===== config.mk =====
export PLATFORM = sky130hd
export DESIGN_NAME = deserializer_fifo_flat
export DESIGN_NICKNAME = d
export VERILOG_FILES = /design/src/rtl/deserializer_fifo_if.sv /design/src/rtl/deserializer_fifo.sv /design/src/flat_wrapper.sv
export SDC_FILE = /design/constraint.sdc
export NUM_CORES = 1
export LEC_CHECK = 0
export BUFFER_PORTS_ARGS = -buffer_cell sky130_fd_sc_hd__buf_4
export CORE_MARGIN = 8
export CORE_UTILIZATION = 40
export DETAILED_ROUTE_END_ITERATION = 10
export PLACE_DENSITY = 0.64
export SLEW_MARGIN = 15
export SYNTH_ARGS = -nofsm -noshare
export SYNTH_HDL_FRONTEND = slang
export SYNTH_SLANG_ARGS = --single-unit

===== constraint.sdc =====
create_clock -name clk -period 6.1 [get_ports clk]
set_input_delay 1.22 -clock clk [delete_from_list [all_inputs] [get_ports clk]]
set_output_delay 1.22 -clock clk [all_outputs]
set_load 0.1 [all_outputs]

===== src/rtl/deserializer_fifo_if.sv =====
// deserializer_fifo_if: serial input, word FIFO output and status bundle for deserializer_fifo
interface deserializer_fifo_if #(
    parameter int WIDTH = 8,
    parameter int DEPTH = 4
);
    logic                       data_in;
    logic                       write_in;
    logic                       ack_in;
    logic                       clear_in;
    logic [WIDTH-1:0]           data_out;
    logic                       data_ready;
    logic                       status_out;
    logic [$clog2(DEPTH+1)-1:0] level_out;
    logic                       overflow_out;
    modport master (
        output data_in, write_in, ack_in, clear_in,
        input  data_out, data_ready, status_out, level_out, overflow_out
    );
    modport slave (
        input  data_in, write_in, ack_in, clear_in,
        output data_out, data_ready, status_out, level_out, overflow_out
    );
endinterface


===== src/rtl/deserializer_fifo.sv =====
// deserializer_fifo: assembles serial bits into WIDTH-bit words and queues them in a DEPTH-entry FIFO
module deserializer_fifo #(
    parameter int WIDTH     = 8,
    parameter int DEPTH     = 4,
    parameter bit MSB_FIRST = 1'b0
) (
    input logic clk,
    input logic reset,
    deserializer_fifo_if.slave bus
);
    localparam int CW = $clog2(WIDTH);
    localparam int LW = $clog2(DEPTH + 1);
    localparam int PW = DEPTH > 1 ? $clog2(DEPTH) : 1;
    logic [CW-1:0]    cnt, idx;
    logic [WIDTH-1:0] shreg, word;
    logic [WIDTH-1:0] mem [DEPTH];
    logic [PW-1:0]    rd_ptr, wr_ptr;
    logic [LW-1:0]    level;
    logic             overflow, full, accept, push, pop;
    always_comb begin
        full = level == LW'(DEPTH);
        accept = bus.write_in && !full && !bus.clear_in;
        push = accept && cnt == CW'(WIDTH - 1);
        pop = bus.ack_in && level != '0;
        idx = MSB_FIRST ? CW'(WIDTH - 1) - cnt : cnt;
        word = shreg;
        word[idx] = bus.data_in;
    end
    // Full is judged on the registered level, so a same-cycle pop does not rescue a write.
    always_ff @(posedge clk) begin
        if (reset) begin
            cnt <= '0;
            shreg <= '0;
            overflow <= 1'b0;
            rd_ptr <= '0;
            wr_ptr <= '0;
            level <= '0;
        end else begin
            if (bus.clear_in) begin
                cnt <= '0;
                shreg <= '0;
                overflow <= 1'b0;
            end else if (bus.write_in && full) begin
                overflow <= 1'b1;
            end else if (accept) begin
                cnt <= push ? '0 : cnt + CW'(1);
                shreg <= push ? '0 : word;
            end
            if (push) wr_ptr <= wr_ptr == PW'(DEPTH - 1) ? '0 : wr_ptr + PW'(1);
            if (pop) rd_ptr <= rd_ptr == PW'(DEPTH - 1) ? '0 : rd_ptr + PW'(1);
            level <= level + LW'(push) - LW'(pop);
        end
    end
    always_ff @(posedge clk) begin
        if (!reset && push) mem[wr_ptr] <= word;
    end
    assign bus.data_out = level != '0 ? mem[rd_ptr] : '0;
    assign bus.data_ready = level != '0;
    assign bus.status_out = full;
    assign bus.level_out = level;
    assign bus.overflow_out = overflow;
endmodule


===== src/flat_wrapper.sv =====
// flat-port wrapper written by rule: the top's interface ports become plain ports
module deserializer_fifo_flat 
#(
    parameter int WIDTH     = 8,
    parameter int DEPTH     = 4,
    parameter bit MSB_FIRST = 1'b0
)
  (clk, reset, bus_data_in, bus_write_in, bus_ack_in, bus_clear_in, bus_data_out, bus_data_ready, bus_status_out, bus_level_out, bus_overflow_out);
  deserializer_fifo_if #(.WIDTH(WIDTH), .DEPTH(DEPTH)) bus_i ();
  input logic clk;
  input logic reset;
  input wire logic [$bits(bus_i.data_in)-1:0] bus_data_in;
  input wire logic [$bits(bus_i.write_in)-1:0] bus_write_in;
  input wire logic [$bits(bus_i.ack_in)-1:0] bus_ack_in;
  input wire logic [$bits(bus_i.clear_in)-1:0] bus_clear_in;
  output wire logic [$bits(bus_i.data_out)-1:0] bus_data_out;
  output wire logic [$bits(bus_i.data_ready)-1:0] bus_data_ready;
  output wire logic [$bits(bus_i.status_out)-1:0] bus_status_out;
  output wire logic [$bits(bus_i.level_out)-1:0] bus_level_out;
  output wire logic [$bits(bus_i.overflow_out)-1:0] bus_overflow_out;
  assign bus_i.data_in = bus_data_in;
  assign bus_i.write_in = bus_write_in;
  assign bus_i.ack_in = bus_ack_in;
  assign bus_i.clear_in = bus_clear_in;
  assign bus_data_out = bus_i.data_out;
  assign bus_data_ready = bus_i.data_ready;
  assign bus_status_out = bus_i.status_out;
  assign bus_level_out = bus_i.level_out;
  assign bus_overflow_out = bus_i.overflow_out;
  deserializer_fifo #(.WIDTH(WIDTH), .DEPTH(DEPTH), .MSB_FIRST(MSB_FIRST)) u_core (.clk(clk), .reset(reset), .bus(bus_i));
endmodule

; ---- Yosys cells after proc, flatten, opt, wreduce, memory -nomap -nowiden
; Memories as Yosys holds them, arrays and structs flattened. A register that Yosys moved wholly into a read port is not among the register bits.
; Index checks and enable logic that the tools add are counted.
[totals]
reg_bits = 19
latchBits = 0
ramBits = 32
romBits = 0
input_bits = 6
out_inout_bits = 14
elab_cells = 44
mem_count = 1
[mem_list]
columns = name, words, width, read_ports, rd_ports_with_merged_regs, wr, line_no
row1 = u_core.mem, 4, 8, 1, 1, 1, deserializer_fifo.sv:16  ; logic [WIDTH-1:0] mem [DEPTH];
[classes]
add_sub_neg = 5
multipliers = 0
div_mod_pow = 0
n_lt_le_gt_ge = 2
eq_ne = 4
n_shift = 0
muxes = 12
bitwise = 1
n_reduce_logical = 13
[op_table]
columns = operator, n
row1 = 8-bit 2-to-1 mux, 2
row2 = 8-bit bitwise mux, 1
row3 = 2-bit 2-to-1 mux, 4
row4 = 1-bit logical AND, 7
row5 = 3-bit == test (second input constant), 2
row6 = 2-bit by 1-bit adder with 2-bit output (second input constant), 2
row7 = 2-bit == test (second input constant), 2
row8 = 3-bit by 4-bit < comparator with 1-bit output (second input constant), 1
row9 = 3-bit by 1-bit adder with 3-bit output, 1
row10 = 3-bit by 1-bit adder with 3-bit output (second input constant), 1
row11 = 1-bit demux with 3-bit select, 1
row12 = 3-bit by 1-bit >= comparator with 1-bit output (second input constant), 1
row13 = 1-bit zero test, 3
row14 = 1-bit 2-to-1 mux, 3
row15 = 3-bit 2-to-1 mux, 1
row16 = 3-bit nonzero test, 1
row17 = 3-bit by 1-bit subtractor with 3-bit output, 1
row18 = 2-bit AND reduction, 1
row19 = 2-bit OR reduction, 1
row20 = 1-bit NOT, 1

; ---- Logic depth before layout (Yosys ltp)
[logic_depth]
depth_word = 8
ltp_mapped = 10
ltp_nobuf = 10

; ---- Worst setup path before layout
; No wires, ideal clock.
[synth_path]
path_kind = reg2out
startpoint = reg u_core.level[1], in the netlist u_core.bus.level_out[1]
endpoint = out bus_data_out[0]
arrival_ps = 2780
t_required_ps = 4880
path_slack_ps = 2100
stages_incl_launch_ff = 3
path_buffers = 0
path_cell_list = dfxtp_1 -> nor3_1 -> nor2b_1
[synth_via]
elab_chain_cells = 2
[synth_lines]
columns = element, line_no
row1 = start: declaration, deserializer_fifo.sv:18  ; logic [LW-1:0] level;
row2 = start signal: assignment, deserializer_fifo.sv:51  ; level <= level + LW'(push) - LW'(pop);
row3 = 3-bit nonzero test, deserializer_fifo.sv:57  ; assign bus.data_out = level != '0 ? mem[rd_ptr] : '0;
row4 = 8-bit 2-to-1 mux, deserializer_fifo.sv:57
row5 = end: declaration, flat_wrapper.sv:16  ; output wire logic [$bits(bus_i.data_out)-1:0] bus_data_out;
; No other way between the ends.

; ---- Worst setup path in the final report
[layout_path]
startpoint = reg u_core.level[1], in the netlist u_core.bus.level_out[1]
endpoint = out bus_data_out[7]
; The elaborated chain is that of the path after synthesis.

==> impl_metrics.tcl <==
set metrics [dict create \
    synth_compound_area_share_pct 6.826 \
    drt_pass1_iterations 4 \
    setup_tns_ns 0 \
    fin_skew_ns 0.007320 \
    ys.flop_type "edfxtp_1" \
    num_vias 1348 \
    synth_top_area_cell "edfxtp_1" \
    die_y_microns 91.99 \
    critPathMaxStageDelay_ns 0.88 \
    grt_pass1_vias 1309 \
    vdd_drop_max_uv 117.6 \
    initial_core_util_pct 41.69 \
    dpl_cell_area_sq_mm 0.002507 \
    synthXorXnorAreaFrac_pct 0.3792 \
    setup_violations 0 \
    cts_hold_buf 0 \
    path_cells "nor3_1 > nor2b_1 > buf_4" \
    synthesis.area_sq_mm 0.002310 \
    antenna_found_initial 0 \
    fmax_mhz 312.2 \
    r2r_setup_slack_ns 3.42 \
    synthAdderAreaFrac_pct 5.200 \
    grt_use_total_pct 10.12 \
    rsz0062_at_grt "no" \
    drc 0 \
    grt_pass1_wl_microns 6796 \
    drt_iter0_drc 62 \
    cts_htree_levels 2 \
    postCtsSetupRepairBufs 0 \
    muxShareOfSynthArea_pct 12.57 \
    synth_area_leaders "edfxtp_1, dfxtp_1, mux4_2" \
    antenna_cells 0 \
    nNetsFinal 196 \
    fin_util_pct 47.09 \
    cts_made_buffers 5 \
    clk_path_buf_depth 2 \
    syn_to_final_growth_pct 12.95 \
    synth-edff-count 32 \
    fp.dieW_microns 91.99 \
    critPathRequiredTime_ns 4.88 \
    r2r-end "u_core.mem[2][7]" \
    overflow 0 \
    cts_tree "built" \
    postSynthAreaPerCell_sq_um 14.26 \
    post-route-period-util_pct 52.51 \
    reg2reg_from "u_core.cnt[0]" \
    routed_wl_microns 4187 \
    place_congestion 0.8010 \
    clock_latency_ns 0.30 \
    layout_commonest_cell "edfxtp_1" \
    end_kind "output port" \
    cp_num_cells 3 \
    maxCapViolCount 0 \
    slowest_stage "nor3_1" \
    critPathTopFamily "simple AND/OR/NAND/NOR gates" \
    p_per_area_mw_per_mm2 285.7 \
    cts_sinks 53 \
    period_minus_slack_ns 3.203 \
    ios 20 \
    seq_area_frac_synth_pct 59.80 \
    clk_pin_slew_ns 0.09 \
    routed_via_density 5.307 \
    p_leak_nw 0.9304 \
    internal_power_mw 0.4960 \
    max-slew-margin-rel_pct 26.64 \
    crit_arrival_ns 1.98 \
    cts_root_buf "clkbuf_8" \
    coreArea_sq_mm 0.005540 \
    p_seq_share_pct 51.9 \
    p_switching_mw 0.2493 \
    synth-async-reset-ratio_pct 0 \
    netlist_instances 162 \
    place_hpwl_microns 3041 \
    rows 27 \
    die_area_sq_mm 0.008462 \
    critPathLaunch "u_core.bus.level_out[1]" \
    synth_top_family_by_area "multiplexers" \
    yosysWarnings 0 \
    design_area_sq_mm 0.002609 \
    cp_max_fo 9 \
    io_buffer_count 19 \
    power.share.combinational_pct 22.7 \
    synth-seq-cells 53 \
    hp-class "reg2reg" \
    crit_end "bus_data_out[7]" \
    synth.distinct_cells 34 \
    postRouteAntennaNets 0 \
    r2r_cells 4 \
    grt_max_degree 17 \
    tightest_slew_ns 1.098 \
    pwr-share-clk_pct 25.5 \
    critPathBufInv 1 \
    status "finished clean" \
    synth_top_area_share_pct 41.60 \
    whs_ns 0.4995 \
    cp-start-kind "register" \
    hold_violations 0 \
    syn_nets 177 \
    drive_above_1_share_pct 27.47 \
    post_cts_resize_count 0 \
    yosys.area_share.simple_pct 12.46 \
    p_sw_share_pct 33.45 \
    wl_per_cell_microns 16.48 \
    final-max-slew-violation-count 0 \
    mostFrequentLayoutCells "edfxtp_1, dfxtp_1, buf_4" \
    crit_type "reg2out" \
]
-- sequential cells by signal, summed over array words and instances (netlist names), named ones only --
name	cells
u_core.bus.level_out	3
u_core.bus.overflow_out	1
u_core.cnt	3
u_core.mem	32
u_core.rd_ptr	2
u_core.shreg	8
u_core.wr_ptr	2
-- power groups by stage --
stage	Clock, mW	Sequential (mW)	Combinational (mW)
after floorplan	0	0.407	0.124
after global placement	0	0.395	0.167
after detailed placement	0	0.395	0.170
after CTS	0.195	0.387	0.171
after global routing	0.207	0.388	0.178
final	0.190	0.387	0.169
-- tightest hold or removal path: cells and delay by family (launching register included) --
family / cells / cell delay [ns]
compound gates: 1 / 0.05
flops: 1 / 0.34
simple gates: 1 / 0.08
-- routing by layer --
metal	part of all wire, %	GRT usage, %	vias up	routed length, microns
met2	49	16.21	31	2048
met4	0.43	4.027	0	18
met5	0	0	-	0
met3	5.9	2.934	2	247
li1	-	-	655	-
met1	45	12.55	660	1873
-- area by class of cell --
cell class	count	area [sq um]
Clock buffer	5	68.82
Fill cell	500	2932
Multi-Input combinational cell	95	879.6
Sequential cell	53	1381
Clock inverter	3	17.52
Inverter	7	28.78
Tap cell	72	90.09
Timing Repair Buffer	19	142.6
-- cell families after synthesis --
kind of cell | count (synthesis)
adder cells (fa/ha/maj) | 9
AND/OR/NAND/NOR | 46
AO/OA/AOI/OAI | 21
XOR/XNOR | 1
buffers and inverters | 14
flip-flops | 53
multiplexers | 18
-- synth_stat cells (3+ instances only) --
cell / count
a21oi_1: 7
a32o_1: 8
clkbuf_1: 5
dfxtp_1: 21
edfxtp_1: 32
ha_1: 8
inv_1: 5
mux2_2: 8
mux4_2: 8
nand3_1: 3
nand3b_1: 3
nand4_1: 3
nor2_1: 7
nor2b_1: 10
nor3_1: 4
nor3b_1: 7
o21ai_0: 3
-- worst min-delay path by stage --
stage                       startpoint                      end  slack [ns]  cells past startpoint
6_report       u_core.bus.overflow_out  u_core.bus.overflow_out        0.50                      2
5_1_grt                u_core.shreg[3]          u_core.shreg[3]        0.51                      1
4_1_cts        u_core.bus.overflow_out  u_core.bus.overflow_out        0.50                      2
3_5_place_dp   u_core.bus.overflow_out  u_core.bus.overflow_out        0.46                      2
3_3_place_gp   u_core.bus.overflow_out  u_core.bus.overflow_out        0.45                      2
2_1_floorplan          u_core.shreg[3]          u_core.shreg[3]        0.46                      1
-- stage by stage --
step	total power [mW]	cells	worst slack, ns
6_report	0.7452	254	2.897
5_1_grt	0.7730	254	2.667
4_1_cts	0.7527	254	2.766
3_5_place_dp	0.5652	246	2.695
3_3_place_gp	0.5618	246	2.787
2_1_floorplan	0.5308	162	2.100
Power figures use the tool's default switching activity.
